[src/rtl/axi_lite_initiator.sv]
// Single-beat AXI4 initiator: one read or write per command, at most one outstanding.
// Latency: 3 cycles from command accept to rsp_valid against a zero-wait slave.
// Backpressure: cmd_ready only in IDLE; rsp held until rsp_ready; stalled AXI handshakes time out.
module axi_lite_initiator #(
  parameter int ADDR_WIDTH     = 32,
  parameter int DATA_WIDTH     = 32,
  parameter int TIMEOUT_CYCLES = 1024
) (
  input  logic                    clk,
  input  logic                    rst_n,
  input  logic                    cmd_valid,
  output logic                    cmd_ready,
  input  logic                    cmd_write,
  input  logic [ADDR_WIDTH-1:0]   cmd_addr,
  input  logic [DATA_WIDTH-1:0]   cmd_wdata,
  input  logic [DATA_WIDTH/8-1:0] cmd_wstrb,
  output logic                    rsp_valid,
  input  logic                    rsp_ready,
  output logic [DATA_WIDTH-1:0]   rsp_rdata,
  output logic [2:0]              rsp_status,
  output logic                    aw_valid,
  input  logic                    aw_ready,
  output logic [ADDR_WIDTH-1:0]   aw_addr,
  output logic                    w_valid,
  input  logic                    w_ready,
  output logic [DATA_WIDTH-1:0]   w_data,
  output logic [DATA_WIDTH/8-1:0] w_strb,
  input  logic                    b_valid,
  output logic                    b_ready,
  input  logic [1:0]              b_resp,
  output logic                    ar_valid,
  input  logic                    ar_ready,
  output logic [ADDR_WIDTH-1:0]   ar_addr,
  input  logic                    r_valid,
  output logic                    r_ready,
  input  logic [DATA_WIDTH-1:0]   r_data,
  input  logic [1:0]              r_resp
);

  localparam int TW = (TIMEOUT_CYCLES > 1) ? $clog2(TIMEOUT_CYCLES) : 1;
  localparam logic [TW-1:0] TLIM = TW'((TIMEOUT_CYCLES > 0) ? TIMEOUT_CYCLES - 1 : 0);
  localparam bit TO_EN = (TIMEOUT_CYCLES != 0);

  typedef enum logic [2:0] {IDLE, RD_A, RD_D, WR, WR_B, RSP} state_t;

  state_t        state;
  logic [TW-1:0] timer;
  logic          aw_done;
  logic          w_done;

  logic aw_hs, w_hs, timeout_hit, aw_fin, w_fin;

  assign aw_hs       = aw_valid & aw_ready;
  assign w_hs        = w_valid & w_ready;
  assign aw_fin      = aw_done | aw_hs;
  assign w_fin       = w_done | w_hs;
  assign timeout_hit = TO_EN && (timer == TLIM);

  always_ff @(posedge clk or negedge rst_n) begin
    if (!rst_n) begin
      state      <= IDLE;
      timer      <= '0;
      aw_done    <= 1'b0;
      w_done     <= 1'b0;
      cmd_ready  <= 1'b1;
      rsp_valid  <= 1'b0;
      rsp_rdata  <= '0;
      rsp_status <= '0;
      aw_valid   <= 1'b0;
      aw_addr    <= '0;
      w_valid    <= 1'b0;
      w_data     <= '0;
      w_strb     <= '0;
      b_ready    <= 1'b0;
      ar_valid   <= 1'b0;
      ar_addr    <= '0;
      r_ready    <= 1'b0;
    end else begin
      case (state)
        IDLE: begin
          if (cmd_valid) begin
            cmd_ready <= 1'b0;
            timer     <= '0;
            if (cmd_write) begin
              state    <= WR;
              aw_valid <= 1'b1;
              w_valid  <= 1'b1;
              aw_addr  <= cmd_addr;
              w_data   <= cmd_wdata;
              w_strb   <= cmd_wstrb;
              aw_done  <= 1'b0;
              w_done   <= 1'b0;
            end else begin
              state    <= RD_A;
              ar_valid <= 1'b1;
              ar_addr  <= cmd_addr;
            end
          end
        end

        RD_A: begin
          if (ar_ready) begin
            ar_valid <= 1'b0;
            r_ready  <= 1'b1;
            timer    <= '0;
            state    <= RD_D;
          end else if (timeout_hit) begin
            ar_valid   <= 1'b0;
            timer      <= '0;
            rsp_valid  <= 1'b1;
            rsp_status <= 3'b111;
            rsp_rdata  <= '0;
            state      <= RSP;
          end else begin
            timer <= timer + TW'(1);
          end
        end

        RD_D: begin
          if (r_valid) begin
            r_ready    <= 1'b0;
            timer      <= '0;
            rsp_valid  <= 1'b1;
            rsp_rdata  <= r_data;
            rsp_status <= {1'b0, r_resp};
            state      <= RSP;
          end else if (timeout_hit) begin
            r_ready    <= 1'b0;
            timer      <= '0;
            rsp_valid  <= 1'b1;
            rsp_status <= 3'b111;
            rsp_rdata  <= '0;
            state      <= RSP;
          end else begin
            timer <= timer + TW'(1);
          end
        end

        // Address and data channels complete independently, in either order.
        WR: begin
          if (aw_hs) begin
            aw_valid <= 1'b0;
            aw_done  <= 1'b1;
          end
          if (w_hs) begin
            w_valid <= 1'b0;
            w_done  <= 1'b1;
          end
          if (aw_fin && w_fin) begin
            b_ready <= 1'b1;
            timer   <= '0;
            state   <= WR_B;
          end else if (aw_hs || w_hs) begin
            timer <= '0;
          end else if (timeout_hit) begin
            aw_valid   <= 1'b0;
            w_valid    <= 1'b0;
            timer      <= '0;
            rsp_valid  <= 1'b1;
            rsp_status <= 3'b111;
            rsp_rdata  <= '0;
            state      <= RSP;
          end else begin
            timer <= timer + TW'(1);
          end
        end

        WR_B: begin
          if (b_valid) begin
            b_ready    <= 1'b0;
            timer      <= '0;
            rsp_valid  <= 1'b1;
            rsp_rdata  <= '0;
            rsp_status <= {1'b0, b_resp};
            state      <= RSP;
          end else if (timeout_hit) begin
            b_ready    <= 1'b0;
            timer      <= '0;
            rsp_valid  <= 1'b1;
            rsp_status <= 3'b111;
            rsp_rdata  <= '0;
            state      <= RSP;
          end else begin
            timer <= timer + TW'(1);
          end
        end

        RSP: begin
          if (rsp_ready) begin
            rsp_valid <= 1'b0;
            cmd_ready <= 1'b1;
            state     <= IDLE;
          end
        end

        default: begin
          state     <= IDLE;
          cmd_ready <= 1'b1;
        end
      endcase
    end
  end

endmodule

[config.mk]
export PLATFORM = sky130hd
export DESIGN_NAME = axi_lite_initiator
export DESIGN_NICKNAME = d
export VERILOG_FILES = /design/src/rtl/axi_lite_initiator.sv
export SDC_FILE = /design/constraint.sdc
export NUM_CORES = 1
export LEC_CHECK = 0
export ABC_AREA = 1
export CORE_ASPECT_RATIO = 1.4
export CORE_UTILIZATION = 44
export CTS_CLUSTER_DIAMETER = 30
export CTS_CLUSTER_SIZE = 16
export DETAILED_ROUTE_END_ITERATION = 7
export PLACE_DENSITY = 0.82
export SKIP_CTS_REPAIR_TIMING = 1
export SYNTH_ARGS = -nofsm -noshare
export SYNTH_HDL_FRONTEND = slang
export SYNTH_SLANG_ARGS = --single-unit
[constraint.sdc]
create_clock -name clk -period 2.23 [get_ports clk]
set_clock_uncertainty 0.05 [all_clocks]
set_input_delay 0.5575 -clock clk [delete_from_list [all_inputs] [get_ports clk]]
set_output_delay 0.5575 -clock clk [all_outputs]
set_load 0.01 [all_outputs]
==> flow_results.org <==
** Placed design
- The HPWL after detailed placement is between 10000 and 15000 um.
- Routability-driven placement finished with a final weighted congestion of 0.871.
- During placement, the flow inserted port buffers numbering between 200 and 300.

** Global route
- Maximum number of pins on one net before global-route repair :: 66
- Vias in the first global route :: between 6000 and 7000
- Initial antenna violation count :: 0
- Overall overflow remaining after global route :: 0
- Global route hottest layer :: met2
- Overall Global Routing Usage :: 0.235
- For met3 alone, demand over resource in global routing was 0.0603.
- Global routing met2 resource utilization :: 0.410
- The first global-routing pass estimated a little under 30000 um of wire.
- For this run, global-route usage on met1 was measured as 0.261.

** Floorplanning
- The die covers between 15000 and 20000 um^2.
- Horizontal die dimension :: approximately 110 um
- Core Area :: 14600 um^2
- Number of top-level design ports :: about 260
- The floorplan has 52 rows.
- The die is approximately 150 um tall.
- Starting Density :: 0.455

** Synth
- By area, the combinational part of the netlist is dominated by simple AND/OR/NAND/NOR gates.
- Synth area leaders :: sky130_fd_sc_hd__dfrtp_1 59%, sky130_fd_sc_hd__nand2_1 18%, sky130_fd_sc_hd__o21ai_1 4.1%, sky130_fd_sc_hd__inv_1 4.1%, sky130_fd_sc_hd__nand2_2 1.9%
- A synthesized cell averages between 8 and 9 um^2.
- Xor/xnor share of the synthesized area :: 0.00264
- In this run the cell area of the synthesized design comes to roughly 6600 um^2.
- Post-synth top area share :: 0.588
- YS warnings :: 0
- Cells after synthesis :: ~770
- Post-synthesis share of cell area spent on full adders, half adders and majority gates :: 0.00189
- Synthesis produced a netlist with a net count of 883.
- Compound-gate portion of the synthesized area :: 0.0732
- Sequential share of the synthesized area :: 0.592
- The synthesized design contains 157 register bits.
- Summed over all instances, the cell type with the most area after synthesis is sky130_fd_sc_hd__dfrtp_1.
- Of the total synthesized cell area, the portion taken by AND, OR, NAND and NOR gates is 0.252.
- Number of distinct library cells after synthesis :: 32
- Mux share of post-synthesis cell area :: 0.00151

** Power
- Int Power :: a little under 9000 uW
- Total power per unit cell area :: between 1000 and 1500 nW/um^2
- The analysis attributes to cell leakage a power of 0.00490 uW.
- Clock network fraction of design power :: 0.208
- Share of total power in sequential cells :: 0.358
- Share of power burned in combinational logic :: 0.433
- IR Drop Worst-Case VDD :: just under 0.7 mV
- Of the total power, the share spent switching nets is 0.351.
- The analysis attributes to net switching a power of between 4000 and 5000 uW.

** Clock network
- The H-tree was split into 4 levels.
- Number of clock buffers inserted by TritonCTS :: 17
- Clk pin slew, worst setup/hold paths :: around 70 ps
- TritonCTS built the clock tree.
- In this run the clock root is driven by a sky130_fd_sc_hd__clkbuf_16.
- Clock latency on the worst-skew pair, taken at its later pin, is approximately 410 ps.
- The clock passes through at most 2 buffers.
- Sinks on the clock net :: roughly 160

** Route
- In the final routed layout, each cell accounts on average for 14.2 um.
- Iteration count of the initial detailed-routing pass :: 6
- After detailed routing, the number of vias per cell comes to 4.89.
- In the routed design, unresolved DRC markers number 0.
- The detail route stage leaves a number of antenna-violating nets equal to 0.
- DRC violation total after the first TritonRoute iteration :: about 260
- For this block, the routed nets add up to around 18000 um of wire.
- The routed layout has 6030 vias.

** Setup path
- The critical path is of the reg -> out type.
- WP depth :: 1
- Worst-path maximum fanout :: 2
- Together, buffers and inverters on the worst path number 1.
- Slowest stage cell, crit path :: sky130_fd_sc_hd__clkdlybuf4s50_1
- Worst path top cell family by delay :: buffers and inverters
- The startpoint identified for the worst register-to-register timing path is timer[0]$_DFFE_PN0P_.
- STA classifies the critical path endpoint as an output pin.
- The worst setup path is launched from a flip-flop.
- Number of cells traversed by the worst register-to-register path :: 10
- Worst-path cell chain :: clkdlybuf4s50_1
- Largest stage delay on the critical path :: around 560 ps
- STA puts the critical path data arrival time at about 1500 ps.
- Req. time, crit path :: ~1600 ps
- Crit Reg-Reg Endpoint :: rsp_rdata[26]$_DFFE_PN0P_
- The worst register-to-register path has a setup slack of between 300 and 400 ps.

** STA
- Timing would allow up to 0.475 GHz.
- Fin. max-slew vios :: 0
- Share of the cycle needed by the critical path after routing :: 0.945
- Worst relative slew slack :: 0.742
- Unrepaired setup endpoints after global routing :: no
- The worst path in the final design needs a cycle of approximately 2100 ps, including I/O delays and setup.
- Setup violations remaining at the end of the flow were counted as 0.
- The final hold violation count came to 0.
- Worst Tran Pin Value :: about 380 ps
- Final TNS setup :: 0 ps
- Worst hold slack across all endpoints :: 2.32 ps

** Hold path
- The min-delay analysis places its worst path in the category in -> async.

** Status
- Run status :: finished, final reports clean

** Run
- Across the run, the number of max-cap violations was 0.

** Finish
- Fraction of layout cells with a size suffix above 1 :: 0.0814
- Number of antenna cells inserted :: 0
- For this run, the post-layout net count is ~1100.
- The filler cells instantiated in the layout total approximately 1200.
- Relative to the synthesized area, the layout overhead comes to 51.0%.
- Commonest cells after routing, fill and taps aside :: 321 x sky130_fd_sc_hd__nand2_1, 254 x sky130_fd_sc_hd__clkdlybuf4s50_1, 156 x sky130_fd_sc_hd__dfrtp_1
- The library cell used most frequently in the layout, excluding fill and tap cells, is sky130_fd_sc_hd__nand2_1.
[through the flow]
step | setup WS, ps | util | cell area [um^2] | total power, uW | instances
after global routing | 86.6 | 0.688 | 10000 | 14200 | 1233
after detailed placement | 66.1 | 0.649 | 9460 | 10600 | 1201
after CTS | 103 | 0.688 | 10000 | 13500 | 1233
after floorplan | 577 | - | 6640 | 7360 | 768
final | 123 | 0.688 | 10000 | 13400 | 1233
after global placement | 129 | 0.649 | 9460 | 10500 | 1201
[cell families (layout without fill, tap and decap cells)]
group | after synthesis | after routing
AO/OA/AOI/OAI | 95 | 95
buffers and inverters | 108 | 384
flip-flops | 157 | 157
XOR/XNOR | 2 | 2
multiplexers | 1 | 1
adder cells (fa/ha/maj) | 1 | 1
AND/OR/NAND/NOR | 404 | 404
[synth_stat cells]
library cell / instances
sky130_fd_sc_hd__dfstp_2: 1
sky130_fd_sc_hd__or2_2: 1
sky130_fd_sc_hd__a21oi_1: 18
sky130_fd_sc_hd__clkinv_1: 2
sky130_fd_sc_hd__xnor2_1: 1
sky130_fd_sc_hd__o21a_1: 1
sky130_fd_sc_hd__o21ai_0: 17
sky130_fd_sc_hd__nor3_1: 3
sky130_fd_sc_hd__xor2_1: 1
sky130_fd_sc_hd__nand3_4: 1
sky130_fd_sc_hd__dfrtp_1: 156
sky130_fd_sc_hd__nand3_2: 1
sky130_fd_sc_hd__nor2_2: 3
sky130_fd_sc_hd__nand3_1: 20
sky130_fd_sc_hd__a22o_1: 1
sky130_fd_sc_hd__ha_1: 1
sky130_fd_sc_hd__buf_6: 10
sky130_fd_sc_hd__nand4_1: 6
sky130_fd_sc_hd__and2_1: 1
sky130_fd_sc_hd__nor2_4: 3
sky130_fd_sc_hd__buf_4: 4
sky130_fd_sc_hd__o21ai_1: 55
sky130_fd_sc_hd__nand2_1: 323
sky130_fd_sc_hd__nor2_1: 21
sky130_fd_sc_hd__o22ai_1: 3
sky130_fd_sc_hd__inv_1: 73
sky130_fd_sc_hd__nand2_2: 20
sky130_fd_sc_hd__buf_2: 13
sky130_fd_sc_hd__inv_2: 4
sky130_fd_sc_hd__clkbuf_1: 2
sky130_fd_sc_hd__mux2i_1: 1
sky130_fd_sc_hd__nand3b_1: 1
[registers in the layout, indices dropped and copies added (netlist names)]
name        cells
aw_done         1
cmd_ready       1
rsp_status      3
rsp_rdata      32
aw_valid        1
w_valid         1
state           3
rsp_valid       1
ar_valid        1
aw_addr        32
timer          10
b_ready         1
ar_addr        32
w_strb          4
w_done          1
w_data         32
r_ready         1
[power by group through the flow]
| stage | combinational, uW | clock (uW) | sequential (uW) |
|---|---|---|---|
| floorplan | 2040 | 0 | 5320 |
| global placement | 5680 | 0 | 4780 |
| detailed placement | 5830 | 0 | 4800 |
| CTS | 5850 | 2840 | 4790 |
| global route | 6330 | 2950 | 4930 |
| finish | 5790 | 2780 | 4790 |
[per-layer routing]
| layer | wire [um] | vias up |
|---|---|---|
| met3 | 1010 | 51 |
| met2 | 9170 | 210 |
| met1 | 6670 | 2872 |
| met4 | 680 | 0 |
| li1 | - | 2897 |
| met5 | 0 | - |
[area by class of cell]
type	instances	area, um^2	share of cell area
Inverter	79	297	0.0296
Tap cell	189	236	0.0236
Clock buffer	19	433	0.0432
Sequential cell	157	3930	0.392
Clock inverter	13	133	0.0132
Timing Repair Buffer	273	2790	0.278
Multi-Input combinational cell	503	2200	0.220
[how the worst max path moves through the flow]
| stage | from | slack, ps | endpoint |
|---|---|---|---|
| final | cmd_ready$_DFFE_PN1P_ | 120 | cmd_ready |
| after global routing | cmd_ready$_DFFE_PN1P_ | 90 | cmd_ready |
| after CTS | cmd_ready$_DFFE_PN1P_ | 100 | cmd_ready |
| after detailed placement | aw_ready | 70 | rsp_rdata[25]$_DFFE_PN0P_ |
| after global placement | aw_ready | 130 | rsp_rdata[12]$_DFFE_PN0P_ |
| after floorplan | timer[0]$_DFFE_PN0P_ | 580 | rsp_rdata[14]$_DFFE_PN0P_ |
No activity file was read; power rests on OpenSTA's default activity.
